[config.mk]
export PLATFORM = sky130hd
export DESIGN_NAME = ps2_host_tx_flat
export DESIGN_NICKNAME = d
export VERILOG_FILES = /design/src/rtl/ps2_host_tx_if.sv /design/src/rtl/ps2_host_tx.sv /design/src/flat_wrapper.sv
export SDC_FILE = /design/constraint.sdc
export NUM_CORES = 1
export LEC_CHECK = 0
export ABC_CLOCK_PERIOD_IN_PS = 3400
export CAP_MARGIN = 20
export CELL_PAD_IN_SITES_DETAIL_PLACEMENT = 0
export CELL_PAD_IN_SITES_GLOBAL_PLACEMENT = 1
export CORE_MARGIN = 4
export CORE_UTILIZATION = 45
export CTS_CLUSTER_DIAMETER = 30
export DETAILED_ROUTE_END_ITERATION = 10
export GPL_TIMING_DRIVEN = 0
export PLACE_DENSITY_LB_ADDON = 0.05
export RECOVER_POWER = 50
export SLEW_MARGIN = 20
export SYNTH_ARGS = -nofsm -noshare
export SYNTH_HDL_FRONTEND = slang
export SYNTH_SLANG_ARGS = --single-unit
[constraint.sdc]
create_clock -name clock -period 3.4 [get_ports clock]
set_input_delay 0.68 -clock clock [delete_from_list [all_inputs] [get_ports clock]]
set_output_delay 0.68 -clock clock [all_outputs]
set_load 0.01 [all_outputs]
[src/rtl/ps2_host_tx_if.sv]
// Request/status bundle between a command source and the PS/2 host transmitter.
// The source drives a byte with tx_valid and watches busy and the result pulses.
`timescale 1ns/1ps
interface ps2_host_tx_if;
    logic [7:0] tx_data;
    logic       tx_valid;
    logic       tx_ready;
    logic       busy;
    logic       tx_done;
    logic       tx_error;

    modport master (
        output tx_data,
        output tx_valid,
        input  tx_ready,
        input  busy,
        input  tx_done,
        input  tx_error
    );

    modport slave (
        input  tx_data,
        input  tx_valid,
        output tx_ready,
        output busy,
        output tx_done,
        output tx_error
    );
endinterface

[src/rtl/ps2_host_tx.sv]
// PS/2 host-to-device transmitter: inhibit, start bit, 8 data bits LSB first,
// odd parity, stop, then device ACK; open-drain lines via pull-low enables.
`timescale 1ns/1ps
module ps2_host_tx #(
    parameter int INHIBIT_CYCLES = 1200,
    parameter int SETUP_CYCLES   = 20,
    parameter int TIMEOUT_CYCLES = 150000
) (
    input  logic             clock,
    input  logic             reset,
    ps2_host_tx_if.slave     tx,
    input  logic             ps2_clk_in,
    input  logic             ps2_data_in,
    output logic             ps2_clk_oe,
    output logic             ps2_data_oe
);

    localparam int M1   = (INHIBIT_CYCLES > SETUP_CYCLES) ? INHIBIT_CYCLES : SETUP_CYCLES;
    localparam int MAXC = (M1 > TIMEOUT_CYCLES) ? M1 : TIMEOUT_CYCLES;
    localparam int CW   = $clog2(MAXC + 1);

    localparam logic [CW-1:0] INH_LAST = CW'(INHIBIT_CYCLES - 1);
    localparam logic [CW-1:0] SET_LAST = CW'(SETUP_CYCLES - 1);
    localparam logic [CW-1:0] TO_LAST  = CW'(TIMEOUT_CYCLES - 1);

    typedef enum logic [2:0] {
        IDLE,
        INHIBIT,
        START,
        DATA,
        PARITY,
        STOP,
        ACK,
        WAIT_IDLE
    } state_t;

    state_t        state;
    logic [CW-1:0] cnt;
    logic [2:0]    bit_cnt;
    logic [7:0]    byte_q;
    logic          par_q;
    logic          ready_q;
    logic          busy_q;
    logic          done_q;
    logic          err_q;

    logic [1:0]    clk_sync;
    logic [1:0]    dat_sync;
    logic          clk_prev;
    logic          fall;
    logic          data_s;
    logic          active;
    logic          timeout;

    // Lines idle high, so the synchronisers reset to 1 to avoid a false edge.
    always_ff @(posedge clock or posedge reset) begin
        if (reset) begin
            clk_sync <= 2'b11;
            dat_sync <= 2'b11;
            clk_prev <= 1'b1;
        end else begin
            clk_sync <= {clk_sync[0], ps2_clk_in};
            dat_sync <= {dat_sync[0], ps2_data_in};
            clk_prev <= clk_sync[1];
        end
    end

    assign fall    = clk_prev & ~clk_sync[1];
    assign data_s  = dat_sync[1];
    assign active  = (state == DATA) || (state == PARITY) || (state == STOP) ||
                     (state == ACK) || (state == WAIT_IDLE);
    assign timeout = active && (cnt == TO_LAST);

    always_ff @(posedge clock or posedge reset) begin
        if (reset) begin
            state       <= IDLE;
            cnt         <= '0;
            bit_cnt     <= '0;
            byte_q      <= '0;
            par_q       <= 1'b0;
            ready_q     <= 1'b1;
            busy_q      <= 1'b0;
            done_q      <= 1'b0;
            err_q       <= 1'b0;
            ps2_clk_oe  <= 1'b0;
            ps2_data_oe <= 1'b0;
        end else begin
            done_q <= 1'b0;
            err_q  <= 1'b0;
            if (active) begin
                cnt <= fall ? '0 : cnt + CW'(1);
            end
            if (timeout) begin
                ps2_clk_oe  <= 1'b0;
                ps2_data_oe <= 1'b0;
                err_q       <= 1'b1;
                busy_q      <= 1'b0;
                cnt         <= '0;
                state       <= IDLE;
            end else begin
                unique case (state)
                    IDLE: begin
                        // Ready returns one cycle after the result pulse.
                        if (!ready_q) begin
                            ready_q <= 1'b1;
                        end else if (tx.tx_valid) begin
                            byte_q     <= tx.tx_data;
                            par_q      <= ~^tx.tx_data;
                            ready_q    <= 1'b0;
                            busy_q     <= 1'b1;
                            cnt        <= '0;
                            ps2_clk_oe <= 1'b1;
                            state      <= INHIBIT;
                        end
                    end
                    INHIBIT: begin
                        if (cnt == INH_LAST) begin
                            cnt         <= '0;
                            ps2_data_oe <= 1'b1;
                            state       <= START;
                        end else begin
                            cnt <= cnt + CW'(1);
                        end
                    end
                    START: begin
                        if (cnt == SET_LAST) begin
                            cnt        <= '0;
                            bit_cnt    <= '0;
                            ps2_clk_oe <= 1'b0;
                            state      <= DATA;
                        end else begin
                            cnt <= cnt + CW'(1);
                        end
                    end
                    DATA: begin
                        if (fall) begin
                            ps2_data_oe <= ~byte_q[bit_cnt];
                            bit_cnt     <= bit_cnt + 3'd1;
                            if (bit_cnt == 3'd7) begin
                                state <= PARITY;
                            end
                        end
                    end
                    PARITY: begin
                        if (fall) begin
                            ps2_data_oe <= ~par_q;
                            state       <= STOP;
                        end
                    end
                    STOP: begin
                        if (fall) begin
                            ps2_data_oe <= 1'b0;
                            state       <= ACK;
                        end
                    end
                    ACK: begin
                        if (fall) begin
                            if (!data_s) begin
                                state <= WAIT_IDLE;
                            end else begin
                                err_q  <= 1'b1;
                                busy_q <= 1'b0;
                                state  <= IDLE;
                            end
                        end
                    end
                    WAIT_IDLE: begin
                        if (clk_sync[1] && data_s) begin
                            done_q <= 1'b1;
                            busy_q <= 1'b0;
                            state  <= IDLE;
                        end
                    end
                endcase
            end
        end
    end

    assign tx.tx_ready = ready_q;
    assign tx.busy     = busy_q;
    assign tx.tx_done  = done_q;
    assign tx.tx_error = err_q;

endmodule

[src/flat_wrapper.sv]
// flat-port wrapper written by rule: the top's interface ports become plain ports
module ps2_host_tx_flat 
#(
    parameter int INHIBIT_CYCLES = 1200,
    parameter int SETUP_CYCLES   = 20,
    parameter int TIMEOUT_CYCLES = 150000
)
  (clock, reset, ps2_clk_in, ps2_data_in, ps2_clk_oe, ps2_data_oe, tx_tx_data, tx_tx_valid, tx_tx_ready, tx_busy, tx_tx_done, tx_tx_error);
  ps2_host_tx_if tx_i ();
  input  logic clock;
  input  logic reset;
  input  logic ps2_clk_in;
  input  logic ps2_data_in;
  output logic ps2_clk_oe;
  output logic ps2_data_oe;
  input wire logic [$bits(tx_i.tx_data)-1:0] tx_tx_data;
  input wire logic [$bits(tx_i.tx_valid)-1:0] tx_tx_valid;
  output wire logic [$bits(tx_i.tx_ready)-1:0] tx_tx_ready;
  output wire logic [$bits(tx_i.busy)-1:0] tx_busy;
  output wire logic [$bits(tx_i.tx_done)-1:0] tx_tx_done;
  output wire logic [$bits(tx_i.tx_error)-1:0] tx_tx_error;
  assign tx_i.tx_data = tx_tx_data;
  assign tx_i.tx_valid = tx_tx_valid;
  assign tx_tx_ready = tx_i.tx_ready;
  assign tx_busy = tx_i.busy;
  assign tx_tx_done = tx_i.tx_done;
  assign tx_tx_error = tx_i.tx_error;
  ps2_host_tx #(.INHIBIT_CYCLES(INHIBIT_CYCLES), .SETUP_CYCLES(SETUP_CYCLES), .TIMEOUT_CYCLES(TIMEOUT_CYCLES)) u_core (.clock(clock), .reset(reset), .tx(tx_i), .ps2_clk_in(ps2_clk_in), .ps2_data_in(ps2_data_in), .ps2_clk_oe(ps2_clk_oe), .ps2_data_oe(ps2_data_oe));
endmodule
# After elaboration in Yosys (flattened, before gate mapping)
# Cells that the tools add are included.
# W data, S select, Z words.
totals:
  register_bits: 44
  latchBits: 0
  ram_bits: 0
  mem_bits_ro: 0
  input_bits: 13
  output_inout_bits: 6
  wordCells: 116
  memories: 0
op_classes:
  add_sub_neg: 2
  multipliers: 0
  div: 0
  order_cmp: 1
  eq_ne: 24
  shifts: 0
  muxes: 51
  bitwise_logic: 5
  n_reduce_logical: 19
ops:
  columns: ["operator", "n"]
  rows:
  - ["$mux W18", 7]
  - ["$pmux W18 S3", 1]
  - ["$mux W3", 14]
  - ["$ne A3 B1 Y1 const B", 8]
  - ["$pmux W3 S8", 1]
  - ["$mux W1", 23]
  - ["$add A18 B1 Y18 const B", 1]
  - ["$eq A18 B11 Y1 const B", 1]
  - ["$eq A18 B18 Y1 const B", 1]
  - ["$eq A18 B5 Y1 const B", 1]
  - ["$eq A3 B3 Y1 const B", 5]
  - ["$reduce_and A4 Y1", 3]
  - ["$reduce_and A10 Y1", 1]
  - ["$ne A3 B2 Y1 const B", 3]
  - ["$reduce_xnor A8 Y1", 1]
  - ["$eq A3 B2 Y1 const B", 2]
  - ["$pmux W3 S2", 1]
  - ["$reduce_and A6 Y1", 1]
  - ["$reduce_and A5 Y1", 1]
  - ["$reduce_bool A5 Y1", 1]
  - ["$logic_or A1 B1 Y1", 4]
  - ["$lt A3 B4 Y1 const B", 1]
  - ["$ne A2 B1 Y1 const B", 2]
  - ["$not A1 Y1", 4]
  - ["other kinds (13)", 14]

# Longest topological paths before layout
# Gate-level depths: netlist of the first run.
logic_depth:
  ltp_word: 10
  mapped_depth: 8
  ltp_nobuf: 7

# Worst setup path before layout of the first run
# OpenSTA, ideal clock, no wires.
synth_path:
  kind: "reg2reg"
  startpoint: "register u_core.cnt[15]"
  endpoint: "register u_core.state[0]"
  setup_time_ns: 0.122
  arrival_ns: 2.024
  path_slack_ns: 1.254
  path_stages_with_launch: 7
  synth_period_minus_slack_ns: 2.146
  cell_sequence: "dfrtp_1 > or3_4 > or4_1 > nor4_2 > nand2_2 > buf_6 > a32o_1"
synth_via:
  elab_chain_cells: 4
synth_rtl:
  columns: ["item", "line_no", "source"]
  rows:
  - ["start: declaration", "ps2_host_tx.sv:38", "logic [CW-1:0] cnt;"]
  - ["start signal: assignment", "ps2_host_tx.sv:91", "cnt <= fall ? '0 : cnt + CW'(1);"]
  - ["start signal: assignment", "ps2_host_tx.sv:122", "cnt <= cnt + CW'(1);"]
  - ["start signal: assignment", "ps2_host_tx.sv:132", "cnt <= cnt + CW'(1);"]
  - ["$eq A18 B18 Y1", "ps2_host_tx.sv:72", "assign timeout = active && (cnt == TO_LAST);"]
  - ["$logic_and A1 B1 Y1", "ps2_host_tx.sv:72", null]
  - ["$ne A3 B1 Y1 (no line) or $ne A3 B2 Y1 (tied branches)", null, null]
  - ["$reduce_and A10 Y1 (no line)", null, null]
  - ["end signal: assignment", "ps2_host_tx.sv:76", "state <= IDLE;"]
  - ["end signal: assignment", "ps2_host_tx.sv:99", "state <= IDLE;"]
  - ["end signal: assignment", "ps2_host_tx.sv:113", "state <= INHIBIT;"]
  - ["end: declaration", "ps2_host_tx.sv:37", "state_t state;"]
# Several ways; a longest one is shown, not always the timed one.
# A chain may end at the register's enable or synchronous reset.

# Final worst setup path of the first run
layout_path:
  startpoint: "register u_core.cnt[7]"
  endpoint: "register u_core.cnt[3]"
layout_via:
  elab_chain_cells: 4
layout_rtl:
  columns: ["item", "line_no", "source"]
  rows:
  - ["$eq A18 B5 Y1 or $eq A18 B11 Y1 (tied branches)", "ps2_host_tx.sv:126, ps2_host_tx.sv:117", null]
  - ["$mux W18, on equally long branches", "ps2_host_tx.sv:126, ps2_host_tx.sv:117", null]
  - ["$pmux W18 S3", "ps2_host_tx.sv:101", "unique case (state)"]
  - ["$mux W18 *", "ps2_host_tx.sv:93", "if (timeout) begin"]
# Every way passes the cells marked *; elsewhere a longest branch is shown, timed or not.

==> results of run 1 <==
per-layer routing:
layer  track usage  share of wire
met1         0.271           0.51
met3        0.0329          0.026
met4        0.0598         0.0085
met5             0              0
met2         0.296           0.45
placed cells by master (no fill, tap or decap), types with 4 or more instances in the layout:
cell type        synthesis  routed
nand4_1                  4       4
mux2i_1                  4       4
xnor2_1                  8       8
o21ai_1                  4       4
nor2_1                   9       9
nand2b_1                 4       4
nand2_1                 32      32
clkdlybuf4s50_1          0      15
clkbuf_1                 7       7
clkbuf_8                 0       5
and3_1                   6       6
o21ai_0                 13      13
or3_1                    5       5
a32o_1                   4       4
dfstp_2                  6       5
inv_1                    9       9
mux2_2                   8       8
nor3_1                  10      10
nand3_1                 10      10
dfrtp_1                 38      38
a31oi_1                  5       5
power breakdown:
group / internal (W) / switching, W / total, W
clock network: 0.000221 / 0.000194 / 0.000416
logic: 0.000400 / 0.000495 / 0.000895
registers: 0.000655 / 0.000105 / 0.000759
sequential cells by signal (all words and copies together) (netlist names), 2 cells and up:
| register | count |
|---|---|
| u_core.cnt | 18 |
| u_core.bit_cnt | 3 |
| u_core.state | 3 |
| u_core.dat_sync | 2 |
| u_core.clk_sync | 2 |
| u_core.byte_q | 8 |
metrics by stage:
stage | worst slack [ps] | instance area (µm²) | power (W)
finish | 901 | 2870 | 0.00207
global route | 761 | 2870 | 0.00222
global placement | 752 | 2740 | 0.00165
detailed placement | 941 | 2760 | 0.00166
floorplan | 1250 | 2470 | 0.00140
CTS | 926 | 2870 | 0.00208
logic make-up (layout without fill, tap and decap cells):
group                    after synthesis  in the layout  share of synthesized area
adder cells (fa/ha/maj)                3              3                     0.0152
AO/OA/AOI/OAI                         53             53                      0.152
multiplexers                          14             14                     0.0710
XOR/XNOR                               9              9                     0.0319
flip-flops                            44             44                      0.449
buffers and inverters                 19             46                     0.0340
AND/OR/NAND/NOR                      106            106                      0.247
final timing paths:
kind                            slack [ps]                 end               start
max in group asynchronous             1760     u_core.clk_prev               reset
worst min register to register         360  u_core.dat_sync[1]  u_core.dat_sync[0]
worst max-delay path                   900       u_core.cnt[3]       u_core.cnt[7]
min in group asynchronous              960      u_core.cnt[14]               reset
worst min-delay path                   360  u_core.dat_sync[1]  u_core.dat_sync[0]
worst max register to register         900       u_core.cnt[3]       u_core.cnt[7]
critical path, stage by stage, from the launching register on:
cell	delay [ps]
dfrtp_1	480
or4b_1	560
nor3_2	210
a31oi_1	290
nor3_2	480
nor3_1	100
a211o_1	270
area by class of cell:
cell class / instances / share of cell area
clock buffers: 5 / 0.0240
well taps: 70 / 0.0305
clock inverters: 3 / 0.0161
multi-input cells: 185 / 0.444
inverters: 9 / 0.0118
plain buffers: 10 / 0.0174
flip-flops and latches: 44 / 0.386
repair buffers: 19 / 0.0697
==> results.md, run 1 <==
- Outcome: completed
- Register area share after synthesis: 0.449
- Worst R2R Path Depth: 6
- Worst Hold Class: flop to flop
- Min Tclk post-route: ~2500 ps
- Slew Viols, Final: 0
- Fin cells: between 300 and 400
- Number of buffers created by CTS: 5
- Post-synth EDFFs: 0
- RSZ-0062 raised after global routing: false
- List of most frequent post-synthesis cells: dfrtp_1 (38), nand2_1 (32), o21ai_0 (13)
- Remaining routing DRC violations: 0
- CP max FO: 8
- MaxCap Viol Count: 0
- Skew final: about 6 ps
- Worst hold margin: 361 ps
- PortBufs: 18
- Ant. Diodes: 0
- First-pass GRT wire length: between 9000 and 10,000 µm
- Netlist cell types: 58
- Die ar.: ~6700 µm²
- Die height: between 80 and 90 µm
- Routability cong.: a little over 0.8
- Gr usage total: 0.191
- TritonRoute pass-1 iters: 4
- CTS tree: yes
- Layout fillers: about 490
- Die width: roughly 80 µm
- Initial Utilization: 0.474
- Clock root cell: clkbuf_8
- Count leader, synth: dfrtp_1
- Dominant cell type by area after synthesis: dfrtp_1
- YS warnings: 0
- Inst Count DP: 337
- Worst Path Arrival: approximately 2700 ps
- H-tree depth: 2
- Hold Path Depth: 0
- Overflow after GRT: 0
- Max IR drop VDD: about 0.32 mV
- # rows: 26
- Async SR Flop Fraction: 1.00
- Largest net degree at the start of global routing: 27
- Antenna-violating nets left: 0
- Number of global-route vias before repair: roughly 2.0k
- Core area: 5200 µm²
- Drt via density: around 5.6
- Post-CTS Resized: 0
- CP Class: flop to flop
- F_max: roughly 400 MHz
- Measured slew at the worst slew-check pin: 789 ps
- Post-synth top area share: 0.385
- Top post-synthesis cells by area: dfrtp_1 (39%), dfstp_2 (6.4%), nand2_1 (4.9%)
- Layout cells sized above 1: 0.153
- Syn_nets: approximately 260
- Final setup vio count: 0
- Postcts setup bufs: 0
- Final setup TNS: 0 ps
- Total number of vias: around 1.9k
- Startpoint Class: flop
- Initial antenna violation count: 0
- Post-CTS Hold Buffers: 0
- Leak: between 1 and 1.5 nW
- Hold Vio Cnt, Final: 0
- Worst-path clk slew: 90 ps
- Crit end category: flop
- CP required: 3590 ps
- Total Routed Length: ~5600 µm
- Post-synthesis area per instance: between 9 and 10 µm²
- Syn Inst Count: approximately 250
- Clock Sinks: between 40 and 50
- Primary FF master, synth: dfrtp_1
- Area grow syn2layout: 16.3%
- # nets final: between 200 and 300
- WL per Instance: 16.4 µm
- Post-synthesis register bit count: 44
- Post-DP HPWL: about 4200 µm
- Period utilisation layout: 0.735
- Iter 0 DRT Violations: roughly 120
- Clk buf depth: 2
- Io pins: 19
- Final core utilization: 0.552
- P per Cell Area: between 700 and 800 nW/µm²
- Clock Latency Late Sink: around 300 ps
- Mapped Area: around 2500 µm²
- Area occupied by multi-input gates: about 1300 µm²
- Worst rel slew slack: 0.473
- FF+latch area: about 1100 µm²
Note: power is estimated with default switching activity, not from simulation.
==> run 2: changes to the inputs <==
ABC_CLOCK_PERIOD_IN_PS = 2040   (was 3400)
CORE_UTILIZATION = 41   (was 45)
clock period = 2.04 ns   (was 3.4 ns; I/O delays follow)
==> run 2 against run 1 <==
Against the previous run: the run now ends with negative setup slack left; setup slack got worse by 1100 ps; final area up 19%; clock skew is 1.9 ps higher; register-to-register slack worse by 1100 ps; hold slack got worse by 2.3 ps; global-route usage fell by 0.31 points.
==> results.md, run 2 (synthesis results as in run 1) <==
- Slowest stage delay, CP: 530 ps (-30 ps)
- Worst hold margin: 359 ps (-2.33 ps)
- Reg-to-Reg End: u_core.cnt[3]
- Clock Latency Late Sink: 300 ps (about the same)
- WP buf/inv: 1 (+1)
- Most frequent cells in the layout: dfrtp_1 (34), nand2_1 (28), buf_4 (27), clkdlybuf4s50_1 (15), buf_6 (10)
- Clock root cell: clkbuf_8
- Worst Hold Class: flop to flop
- Drt via density: 5.67 (+1.8%)
- First-pass GRT wire length: 10,600 µm (+9.5%)
- CP max FO: 5 (-3)
- WL per Instance: 17.6 µm (+7.4%)
- Initial antenna violation count: 0 (unchanged)
- Hold Vio Cnt, Final: 0 (unchanged)
- Total number of vias: 2,162 (+12%)
- Critical path cell sequence: or4b_4, nor3_4, a31oi_4, buf_6, nor3_4, nor3_2, a211o_1
- Outcome: finished with violations
- Hold EP: u_core.clk_sync[1]
- CTS tree: yes
- Total Routed Length: 6690 µm (+19%)
- Initial Utilization: 0.435 (-0.0393)
- PortBufs: 18 (unchanged)
- Routability cong.: 0.862 (+6.3%)
- Worst-path clk slew: 90 ps (about the same)
- Largest net degree at the start of global routing: 30 (+11%)
- Startpoint Class: flop
- Commonest non-fill, non-tap cell in the layout: dfrtp_1
- Min Tclk post-route: 2250 ps (-245 ps)
- P per Cell Area: 1210 nW/µm² (+68%)
- Layout fillers: 462 (-5.3%)
- Skew final: 7.73 ps (+1.88 ps)
- Max stage delay cell, worst path: or4b_4
- Largest Register: u_core.cnt
- Period utilisation layout: 1.10 (+0.370)
- Hold Path Depth: 0 (unchanged)
- # nets final: 324 (+12%)
- MaxCap Viol Count: 0 (unchanged)
- Core area: 5680 µm² (+9.0%)
- Post-CTS Hold Buffers: 0 (unchanged)
- Fin cells: 381 (+10%)
- Worst Path Arrival: 2450 ps (-240 ps)
- Die width: 85.6 µm (+4.3%)
- Failing checks: negative setup slack
- TritonRoute pass-1 iters: 4 (unchanged)
- HP Start: u_core.clk_sync[0]
- Number of global-route vias before repair: 2,108 (+6.7%)
- Number of buffers created by CTS: 5 (unchanged)
- Inst Count DP: 339 (+0.59%)
- Largest registers: u_core.cnt: 18 flops, u_core.byte_q: 8 flops
- CP required: 2230 ps (-1360 ps)
- Gr usage total: 0.188 (-0.00314)
- Antenna-violating nets left: 0 (unchanged)
- Final setup vio count: 26 (+26)
- CP Class: flop to flop
- Io pins: 19 (unchanged)
- Max IR drop VDD: 0.580 mV (+79%)
- Layout cells sized above 1: 0.366 (+0.213)
- Ant. Diodes: 0 (unchanged)
- Tot Pwr: 0.00413 W (+100%)
- RSZ-0062 raised after global routing: true
- Die height: 85.6 µm (+4.3%)
- Clk buf depth: 2 (unchanged)
- DP Worst Slack: -405 ps (-1350 ps)
- F_max: 444 MHz (+11%)
- Max FFs per register: 18 (unchanged)
- Crit path top cell by count: nor3_4
- Worst R2R Path Depth: 7 (+1)
- Reg2reg start: u_core.cnt[7]
- R2R Setup Slk: -210 ps (-1110 ps)
- H-tree depth: 2 (unchanged)
- Measured slew at the worst slew-check pin: 743 ps (-45.7 ps)
- Crit end category: flop
- Post-DP HPWL: 4190 µm (-1.3%)
- Iter 0 DRT Violations: 105 (-14%)
- Slew Viols, Final: 0 (unchanged)
- Overflow after GRT: 0 (unchanged)
- Die ar.: 7330 µm² (+8.8%)
- # rows: 27 (+3.8%)
- Clock Sinks: 44 (unchanged)
- Fin worst setup slack: -214 ps (-1110 ps)
- Remaining routing DRC violations: 0 (unchanged)
- Worst path top cell family by delay: simple AND/OR/NAND/NOR gates
- Leak: 1.42 nW (+20%)
- Worst rel slew slack: 0.504 (+0.0311)
- Area grow syn2layout: 38.0%
run 2: cell types whose count changed in the layout (fill, tap and decap cells not counted), sizes merged:
cell | previous run | this run
buf | 4 | 38
inv | 10 | 9
clkinv | 0 | 1
clkinvlp | 1 | 0
clkbuf | 12 | 13
run 2: how the worst max path moves through the flow:
stage	startpoint	end	slack, ps	depth (start not counted)
CTS	u_core.cnt[7]	u_core.cnt[15]	-220	8
global route	u_core.cnt[16]	u_core.cnt[6]	-300	7
floorplan	u_core.cnt[8]	u_core.cnt[3]	-20	7
finish	u_core.cnt[7]	u_core.cnt[3]	-210	7
detailed placement	u_core.cnt[7]	u_core.cnt[3]	-400	6
global placement	u_core.cnt[7]	u_core.cnt[3]	-410	6
run 2: repair_timing:
| item | CTS | global route |
|---|---|---|
| endpoints found under the setup margin | 38 | 34 |
| endpoints found under the hold margin | 0 | 0 |
| setup buffers | 22 | 13 |
| pin swaps | 22 | 22 |
| resized for setup | 37 | 27 |
| gates cloned | 1 | 1 |
run 2: metal layers:
layer	global-route usage	wire length (µm)	vias to the layer above	part of all wire
li1	-	-	1033	-
met1	0.281	3180	1061	0.47
met2	0.273	3120	60	0.47
met3	0.0298	326	8	0.049
met4	0.0676	70	0	0.010
met5	0	0	-	0
run 2: metrics by stage:
stage | instance area [µm²] | TNS, ps | utilization
final | 3410 | -3480 | 0.600
after global routing | 3410 | -6150 | 0.600
after floorplan | 2510 | -19.0 | -
after detailed placement | 2800 | -8210 | 0.493
after global placement | 2780 | -23650 | 0.490
after CTS | 3210 | -3060 | 0.566
run 2: area by class of cell:
| type | count | area, µm² | share of cell area |
|---|---|---|---|
| Multi-Input combinational cell | 185 | 1500 | 0.440 |
| Sequential cell | 44 | 1110 | 0.327 |
| Timing Repair Buffer | 55 | 507 | 0.149 |
| Tap cell | 72 | 90.1 | 0.0265 |
| Clock buffer | 6 | 72.6 | 0.0213 |
| Buffer | 8 | 56.3 | 0.0165 |
| Clock inverter | 2 | 35.0 | 0.0103 |
| Inverter | 9 | 33.8 | 0.00992 |
run 2: power breakdown:
| part | leakage (nW) | internal (W) | switching (W) |
|---|---|---|---|
| clock | 0.0552 | 0.000364 | 0.000320 |
| sequential | 0.545 | 0.00109 | 0.000187 |
| combinational | 0.818 | 0.00108 | 0.00109 |
| total | 1.42 | 0.00254 | 0.00160 |
==> run 3: changes to the inputs <==
MAX_ROUTING_LAYER = met4   (was unset)
==> run 3 against run 2 <==
Against the previous run: the run still ends with negative setup slack left; setup slack improved by 2.5 ps; final area unchanged; critical path depth unchanged; critical path type unchanged.
==> results.md, run 3 (synthesis results as in run 1) <==
- First-pass GRT wire length: 10,600 µm (unchanged)
- Remaining routing DRC violations: 0 (unchanged)
- Worst Hold Class: flop to flop
- Hold Path Depth: 0 (unchanged)
- MaxCap Viol Count: 0 (unchanged)
- Area occupied by multi-input gates: 1500 µm² (unchanged)
- Antenna-violating nets left: 0 (unchanged)
- Clock Latency Late Sink: 300 ps (about the same)
- Most frequent cells in the layout: dfrtp_1 (34), nand2_1 (28), buf_4 (27), clkdlybuf4s50_1 (15), buf_6 (10)
- Leak: 1.42 nW (unchanged)
- Pint: 0.00254 W (about the same)
- PortBufs: 18 (unchanged)
- Number of global-route vias before repair: 2,108 (unchanged)
- Clock Sinks: 44 (unchanged)
- Routability cong.: 0.876 (+1.6%)
- RSZ-0062 raised after global routing: true
- Number of buffers created by CTS: 5 (unchanged)
- Overflow after GRT: 0 (unchanged)
- Iter 0 DRT Violations: 87 (-17%)
- FF+latch area: 1110 µm² (unchanged)
- Failing checks: negative setup slack
- Clock root cell: clkbuf_8
- # rows: 27 (unchanged)
- Ant. Diodes: 0 (unchanged)
- Drt via density: 5.65 (-0.37%)
- Io pins: 19 (unchanged)
- Outcome: finished with violations
- Layout fillers: 462 (unchanged)
- Logic gate share of total power: 0.524 (about the same)
- Clock share of power: 0.166 (about the same)
- Period utilisation layout: 1.10 (-0.00124)
- Commonest non-fill, non-tap cell in the layout: dfrtp_1
- WL per Instance: 17.7 µm (+0.49%)
- Core area: 5680 µm² (unchanged)
- TritonRoute pass-1 iters: 4 (unchanged)
- Total Routed Length: 6730 µm (+0.49%)
- H-tree depth: 2 (unchanged)
- Min Tclk post-route: 2250 ps (-2.53 ps)
- Area grow syn2layout: 38.0% (unchanged)
- Final core utilization: 0.600 (unchanged)
- Register share of total power: 0.310 (about the same)
- CP max FO: 5 (unchanged)
- Startpoint Class: flop
- Reg2reg start: u_core.cnt[7]
- Die width: 85.6 µm (unchanged)
- Skew final: 5.78 ps (-1.95 ps)
- Die height: 85.6 µm (unchanged)
- Worst-path clk slew: 90 ps (about the same)
- Final setup TNS: -3550 ps (-66.8 ps)
- Measured slew at the worst slew-check pin: 741 ps (-2.10 ps)
- Critical path cell sequence: or4b_4, nor3_4, a31oi_4, buf_6, nor3_4, nor3_2, a211o_1
- Post-DP HPWL: 4190 µm (unchanged)
- Clk buf depth: 2 (unchanged)
- Worst Path Arrival: 2450 ps (about the same)
- CP Class: flop to flop
- Crit path top cell by count: nor3_4
- Largest Register: u_core.cnt
- Final setup vio count: 27 (+3.8%)
- P_sw: 0.00159 W (-0.57%)
- Largest registers: u_core.cnt: 18 flops, u_core.byte_q: 8 flops
- Layout cells sized above 1: 0.366 (unchanged)
- Max stage delay cell, worst path: or4b_4
- Switching share of power: 0.385 (-0.00134)
- Slowest stage delay, CP: 530 ps (about the same)
- Initial Utilization: 0.435 (unchanged)
- Largest net degree at the start of global routing: 30 (unchanged)
- WP buf/inv: 1 (unchanged)
- F_max: 444 MHz (+0.11%)
- Slew Viols, Final: 0 (unchanged)
- Worst path top cell family by delay: simple AND/OR/NAND/NOR gates
- Worst R2R Path Depth: 7 (unchanged)
- Initial antenna violation count: 0 (unchanged)
- Fin worst setup slack: -211 ps (+2.54 ps)
- CP required: 2230 ps (about the same)
- Hold EP: u_core.clk_sync[1]
- Crit end category: flop
- # nets final: 324 (unchanged)
- HP Start: u_core.clk_sync[0]
- Die ar.: 7330 µm² (unchanged)
- Hold Vio Cnt, Final: 0 (unchanged)
- P per Cell Area: 1210 nW/µm² (-0.23%)
- Total number of vias: 2,154 (-0.37%)
- CTS tree: yes
- Max FFs per register: 18 (unchanged)
- Max IR drop VDD: 0.582 mV (+0.34%)
- Gr usage total: 0.193 (+0.00538)
- Reg-to-Reg End: u_core.cnt[3]
- R2R Setup Slk: -210 ps (about the same)
- Worst rel slew slack: 0.506 (+0.00140)
==> run 3: cell counts in the layout (fill, tap and decap cells not counted) <==
No cell type changed its count.
==> run 3: power groups by stage <==
stage	Combinational, W	Sequential [W]	Clock (W)
finish	0.00216	0.00128	0.000685
detailed placement	0.00151	0.00127	0
floorplan	0.00112	0.00124	0
global placement	0.00151	0.00127	0
CTS	0.00197	0.00127	0.000695
global route	0.00235	0.00131	0.000739
==> run 3: what timing repair did <==
action,4_1_cts,5_1_grt
setup buffers,22,13
gates resized for setup,37,27
cloned,1,1
hold buffers,0,0
pin swaps,22,22
endpoints found under the setup margin,38,34
==> run 3: final cells by class <==
cell class | count | area share
buffer | 8 | 0.0165
timing repair buffer | 55 | 0.149
sequential | 44 | 0.327
clock buffer | 6 | 0.0213
tap | 72 | 0.0265
multi-input combinational | 185 | 0.440
inverter | 9 | 0.00992
clock inverter | 2 | 0.0103
==> run 3: per-layer routing <==
layer  global-route usage  wire [µm]
met5                    -          0
met4               0.0676         67
met1                0.280       3160
met3               0.0288        347
met2                0.275       3160
==> run 3: worst register-to-register path, delay by kind of cell, from the launching register on <==
family / cells / cell delay (ps)
AND/OR/NAND/NOR: 4 / 1110
flip-flops: 1 / 450
AO/OA/AOI/OAI: 2 / 420
buffers and inverters: 1 / 160
==> run 3: worst max path at each step <==
stage / cells after the start / end / start / slack, ps
after floorplan: 7 / u_core.cnt[3] / u_core.cnt[8] / -20
after global placement: 6 / u_core.cnt[3] / u_core.cnt[7] / -410
after detailed placement: 6 / u_core.cnt[3] / u_core.cnt[7] / -400
after CTS: 8 / u_core.cnt[15] / u_core.cnt[7] / -220
after global routing: 7 / u_core.cnt[6] / u_core.cnt[16] / -300
final: 7 / u_core.cnt[3] / u_core.cnt[7] / -210
==> run 3: through the flow <==
stage	area [µm²]	cells	total power, W	hold slack, ps	setup slack (ps)
4_1_cts	3210	369	0.00393	358	-216
5_1_grt	3410	381	0.00439	367	-304
3_3_place_gp	2780	338	0.00279	346	-414
3_5_place_dp	2800	339	0.00279	347	-405
2_1_floorplan	2510	248	0.00236	345	-15.3
6_report	3410	381	0.00413	360	-211
